`config.mk`:
```
export PLATFORM = sky130hd
export DESIGN_NAME = uart_rx_fifo
export DESIGN_NICKNAME = d
export VERILOG_FILES = /design/src/rtl/uart_pkg.sv /design/src/rtl/uart_rx_fifo.sv
export SDC_FILE = /design/constraint.sdc
export NUM_CORES = 1
export LEC_CHECK = 0
export ABC_AREA = 1
export BUFFER_PORTS_ARGS = -buffer_cell sky130_fd_sc_hd__buf_4
export CAP_MARGIN = 20
export CELL_PAD_IN_SITES_DETAIL_PLACEMENT = 1
export CELL_PAD_IN_SITES_GLOBAL_PLACEMENT = 2
export CORE_MARGIN = 10
export CORE_UTILIZATION = 42
export CTS_CLUSTER_DIAMETER = 50
export DETAILED_ROUTE_END_ITERATION = 10
export PLACE_DENSITY_LB_ADDON = 0.1
export SLEW_MARGIN = 20
export SYNTH_ARGS = -nofsm -noshare
export SYNTH_HDL_FRONTEND = slang
export SYNTH_SLANG_ARGS = --single-unit
export TNS_END_PERCENT = 1
```
`constraint.sdc`:
```
create_clock -name pclk -period 6.1 [get_ports pclk]
set_input_delay 0 -clock pclk [delete_from_list [all_inputs] [get_ports pclk]]
set_output_delay 0 -clock pclk [all_outputs]
set_load 0.02 [all_outputs]
```
`src/rtl/uart_pkg.sv`:
```
// Shared UART constants: default byte width, default receive-buffer depth,
// and the pointer width derivation used by the receive FIFO.
package uart_pkg;

    localparam int UART_DATA_WIDTH = 8;
    localparam int UART_DEPTH      = 16;

    // Address bits plus one wrap bit so that full and empty can be told apart.
    function automatic int ptr_width(input int depth);
        return $clog2(depth) + 1;
    endfunction

endpackage

```
`src/rtl/uart_rx_fifo.sv`:
```
// Receive-side byte buffer between the UART receiver and the APB slave:
// first-word-fall-through FIFO with fill level, sticky overrun and threshold irq.
module uart_rx_fifo
    import uart_pkg::*;
#(
    parameter int DATA_WIDTH = UART_DATA_WIDTH,
    parameter int DEPTH      = UART_DEPTH,
    parameter int IRQ_LEVEL  = 1
) (
    input  logic                         pclk,
    input  logic                         prstn,
    input  logic                         in_valid,
    output logic                         in_ready,
    input  logic [DATA_WIDTH-1:0]        in_data,
    output logic                         out_valid,
    input  logic                         out_ready,
    output logic [DATA_WIDTH-1:0]        out_data,
    input  logic                         flush,
    output logic [$clog2(DEPTH):0]       level,
    output logic                         overrun,
    input  logic                         overrun_clr,
    output logic                         irq
);

    localparam int PW = ptr_width(DEPTH);
    localparam int AW = PW - 1;
    localparam logic [PW-1:0] IRQ_LVL = PW'(IRQ_LEVEL);

    logic [DATA_WIDTH-1:0] mem [DEPTH];

    logic [PW-1:0] wr_ptr_q, wr_ptr_d;
    logic [PW-1:0] rd_ptr_q, rd_ptr_d;
    logic          overrun_q, overrun_d;

    logic full, empty;
    logic do_wr, do_rd, ovr_set;

    assign empty = (wr_ptr_q == rd_ptr_q);
    assign full  = (wr_ptr_q[AW-1:0] == rd_ptr_q[AW-1:0]) &&
                   (wr_ptr_q[AW] != rd_ptr_q[AW]);

    assign in_ready  = !full;
    assign out_valid = !empty;
    assign out_data  = mem[rd_ptr_q[AW-1:0]];
    assign level     = wr_ptr_q - rd_ptr_q;
    assign overrun   = overrun_q;
    assign irq       = (level >= IRQ_LVL) || overrun_q;

    // Flush suppresses both transfers; a byte offered to a full FIFO is still
    // lost during a flush, so the overrun set term ignores flush.
    assign do_wr   = in_valid && !full && !flush;
    assign do_rd   = !empty && out_ready && !flush;
    assign ovr_set = in_valid && full;

    always_comb begin
        wr_ptr_d  = wr_ptr_q;
        rd_ptr_d  = rd_ptr_q;
        overrun_d = overrun_q;
        if (flush) begin
            wr_ptr_d = '0;
            rd_ptr_d = '0;
        end else begin
            if (do_wr) wr_ptr_d = wr_ptr_q + 1'b1;
            if (do_rd) rd_ptr_d = rd_ptr_q + 1'b1;
        end
        if (ovr_set)          overrun_d = 1'b1;
        else if (overrun_clr) overrun_d = 1'b0;
    end

    always_ff @(posedge pclk or negedge prstn) begin
        if (!prstn) begin
            wr_ptr_q  <= '0;
            rd_ptr_q  <= '0;
            overrun_q <= 1'b0;
        end else begin
            wr_ptr_q  <= wr_ptr_d;
            rd_ptr_q  <= rd_ptr_d;
            overrun_q <= overrun_d;
        end
    end

    // Storage carries no reset; contents are only visible once a pointer covers them.
    always_ff @(posedge pclk) begin
        if (do_wr) mem[wr_ptr_q[AW-1:0]] <= in_data;
    end

endmodule

```
==> run_results.csv <==
group,metric,value,unit
run_status,status,"finished clean",
sta,slew_violations,0,
placed_design,globalplace.congestion,0.806,
routing,ant_nets,0,
global_route,grt_usage,18.4,%
worst_setup_path,path_class,"flop to flop",
sta,fin_skew,6.71,ps
clock_network,cts_tree,"built",
worst_setup_path,crit_fanout,36,
routing,first_iter_violations,373,
clock_network,cts_resized,0,
finish,finalNonFillerCells,966,
hold_path,min_path_type,"input port to flop",
synth,synth_fp_nets,724,
sta,hold_viol,0,
clock_network,clk_pin_slew,60,ps
synth,avgSynthCellArea,9.38,um2
routing,num_vias,4792,
sta,period_share,58.6,%
power_and_ir_drop,powerDensity,323,mW/mm2
sta,fin_hold_ws,414,ps
worst_setup_path,arrival,3880,ps
synth,yosys-top-cells-area,"edfxtp_1 (59%), nand2_1 (14%), inv_1 (7.7%), nand3_1 (7.5%), dfrtp_1 (4.2%)",
floorplanning,ios,31,
finish,final_common_cell,"nand2_1",
run,cap_violations,0,
worst_setup_path,cp.required,6410,ps
synth,yosysWarnings,0,
worst_setup_path,crit_path_end_kind,"flop",
clock_network,htreeDepth,4,
sta,tightest_slew,913,ps
global_route,antenna_found_initial,0,
global_route,grt_pass1_wl,29700,um
floorplanning,die_area,0.0210,mm2
power_and_ir_drop,power,2.49,mW
finish,syn_to_final_growth,17.2,%
floorplanning,core_area,0.0153,mm2
clock_network,clock_sinks,139,
synth,synth_cell_types,25,
routing,routed_via_density,4.96,
finish,layout_common_cells,"nand2_1 (241), inv_1 (134), edfxtp_1 (128), nand3_1 (98), buf_4 (31)",
clock_network,max-clock-path-buffers,2,
sta,rsz0062_at_grt,"false",
global_route,grt_pass1_vias,5074,
placed_design,place_ws,2110,ps
placed_design,dp.cells,917,
floorplanning,die_h,145,um
finish,final_nets,766,
routing,routed_wl,19100,um
finish,diodes,0,
synth,synth_top_area_share,58.5,%
power_and_ir_drop,power.leakage,3.46,nW
worst_setup_path,start_kind,"flop",
synth,yosysSeqAreaShare,62.7,%
clock_network,cts_root_buf,"clkbuf_16",
placed_design,io_buffers,30,
routing,post-route-drc-count,0,
routing,wl_per_cell,19.8,um
sta,period_minus_slack,3570,ps
synth,synth_area,0.00657,mm2
sta,slew_headroom,39.0,%
synth,synth_cells,700,
clock_network,numCtsBuffers,17,
sta,setup_violations,0,
sta,tns,0,ps
finish,drive_gt1_share,9.27,%
routing,drtPass1Iterations,6,
synth,synth-seq-cells,139,
power_and_ir_drop,vdd_drop_max,0.000187,V
global_route,grt_max_degree,69,
clock_network,clk_latency,420,ps
floorplanning,start_util,43.1,%
sta,fmaxAchievable,280,MHz
floorplanning,die_w,145,um
global_route,overflow,0,
sta,postLayoutSetupSlackWorst,2530,ps
floorplanning,rows,45,
synth,yosysTopAreaCell,"edfxtp_1",
placed_design,hpwl,12500,um
-- final timing paths --
| check | start | to | slack, ps | cells after the start |
|---|---|---|---|---|
| max reg2reg | rd_ptr_q[1]$_DFFE_PN0P_ | rd_ptr_q[3]$_DFFE_PN0P_ | 2530 | 11 |
| min reg2reg | wr_ptr_q[4]$_DFFE_PN0P_ | wr_ptr_q[4]$_DFFE_PN0P_ | 570 | 2 |
| min | flush | rd_ptr_q[4]$_DFFE_PN0P_ | 410 | 5 |
| max | rd_ptr_q[1]$_DFFE_PN0P_ | rd_ptr_q[3]$_DFFE_PN0P_ | 2530 | 11 |
| min in group asynchronous | prstn | overrun$_DFFE_PN0P_ | 670 | 3 |
| max in group asynchronous | prstn | rd_ptr_q[0]$_DFFE_PN0P_ | 5010 | 3 |
-- where the power goes --
part,internal [mW],total [mW],switching [mW]
clock,0.643,1.05,0.409
combinational,0.115,0.373,0.257
sequential,1.05,1.06,0.0116
total,1.81,2.49,0.678
-- cell families (layout without fill, tap and decap cells) --
family          Yosys count  in the layout  synth area share, %
simple gates            376            376                 24.0
buf+inv                 165            220                 10.1
flops                   139            139                 62.7
fa+ha+maj                10             10                 2.02
xor+xnor                  6              6                0.800
compound gates            4              4                0.324
-- critical path, stage by stage (launching register included) --
cell,delay [ps]
dfrtp_2,800
inv_2,440
ha_1,420
nand2_1,80
nor2_4,120
nand2_1,100
nand2_2,160
nand2_1,90
nand2_1,90
dlygate4sd3_1,550
nand2_1,50
dlygate4sd3_1,550
-- flip-flops by register name, indices dropped and copies added, names as in the netlist --
register  cells
mem         128
overrun       1
rd_ptr_q      5
wr_ptr_q      5
-- per-stage QoR --
step / area (um2) / utilization [%]
after floorplan: 6570 / -
after global placement: 6930 / 45.4
after detailed placement: 6930 / 45.4
after CTS: 7690 / 50.4
after global routing: 7700 / 50.4
final: 7700 / 50.4
-- Yosys cell counts --
master,instances
nand2_1,241
inv_1,134
edfxtp_1,128
nand3_1,98
nor2_1,28
buf_2,16
dfrtp_1,11
ha_1,9
xor2_1,5
clkbuf_1,4
buf_4,3
clkinv_1,3
inv_2,3
nand4_1,3
a21oi_1,2
buf_6,2
nand2_2,2
fa_1,1
nand3_2,1
nand3_4,1
nand3b_1,1
nor2_4,1
o21ai_0,1
o22ai_1,1
xnor2_1,1
-- what timing repair did --
item	CTS	global route
buffers inserted	0	0
hold buffers	17	0
endpoints found under the hold margin	149	0
-- per-layer routing --
layer	track usage (%)	vias to the layer above	share of wire [%]
met5	0	-	0
met4	4.95	0	0.96
met3	3.97	14	4.1
met2	29.1	104	47
met1	25.0	2380	48
li1	-	2294	-
-- area by class of cell --
cell class | count | area, um2
clock buffers | 18 | 429
fillers | 1702 | 7560
multi-input cells | 396 | 1780
inverters | 140 | 527
clock inverters | 14 | 169
flip-flops and latches | 139 | 4120
well taps | 211 | 264
repair buffers | 48 | 403
Power figures use the tool's default switching activity.
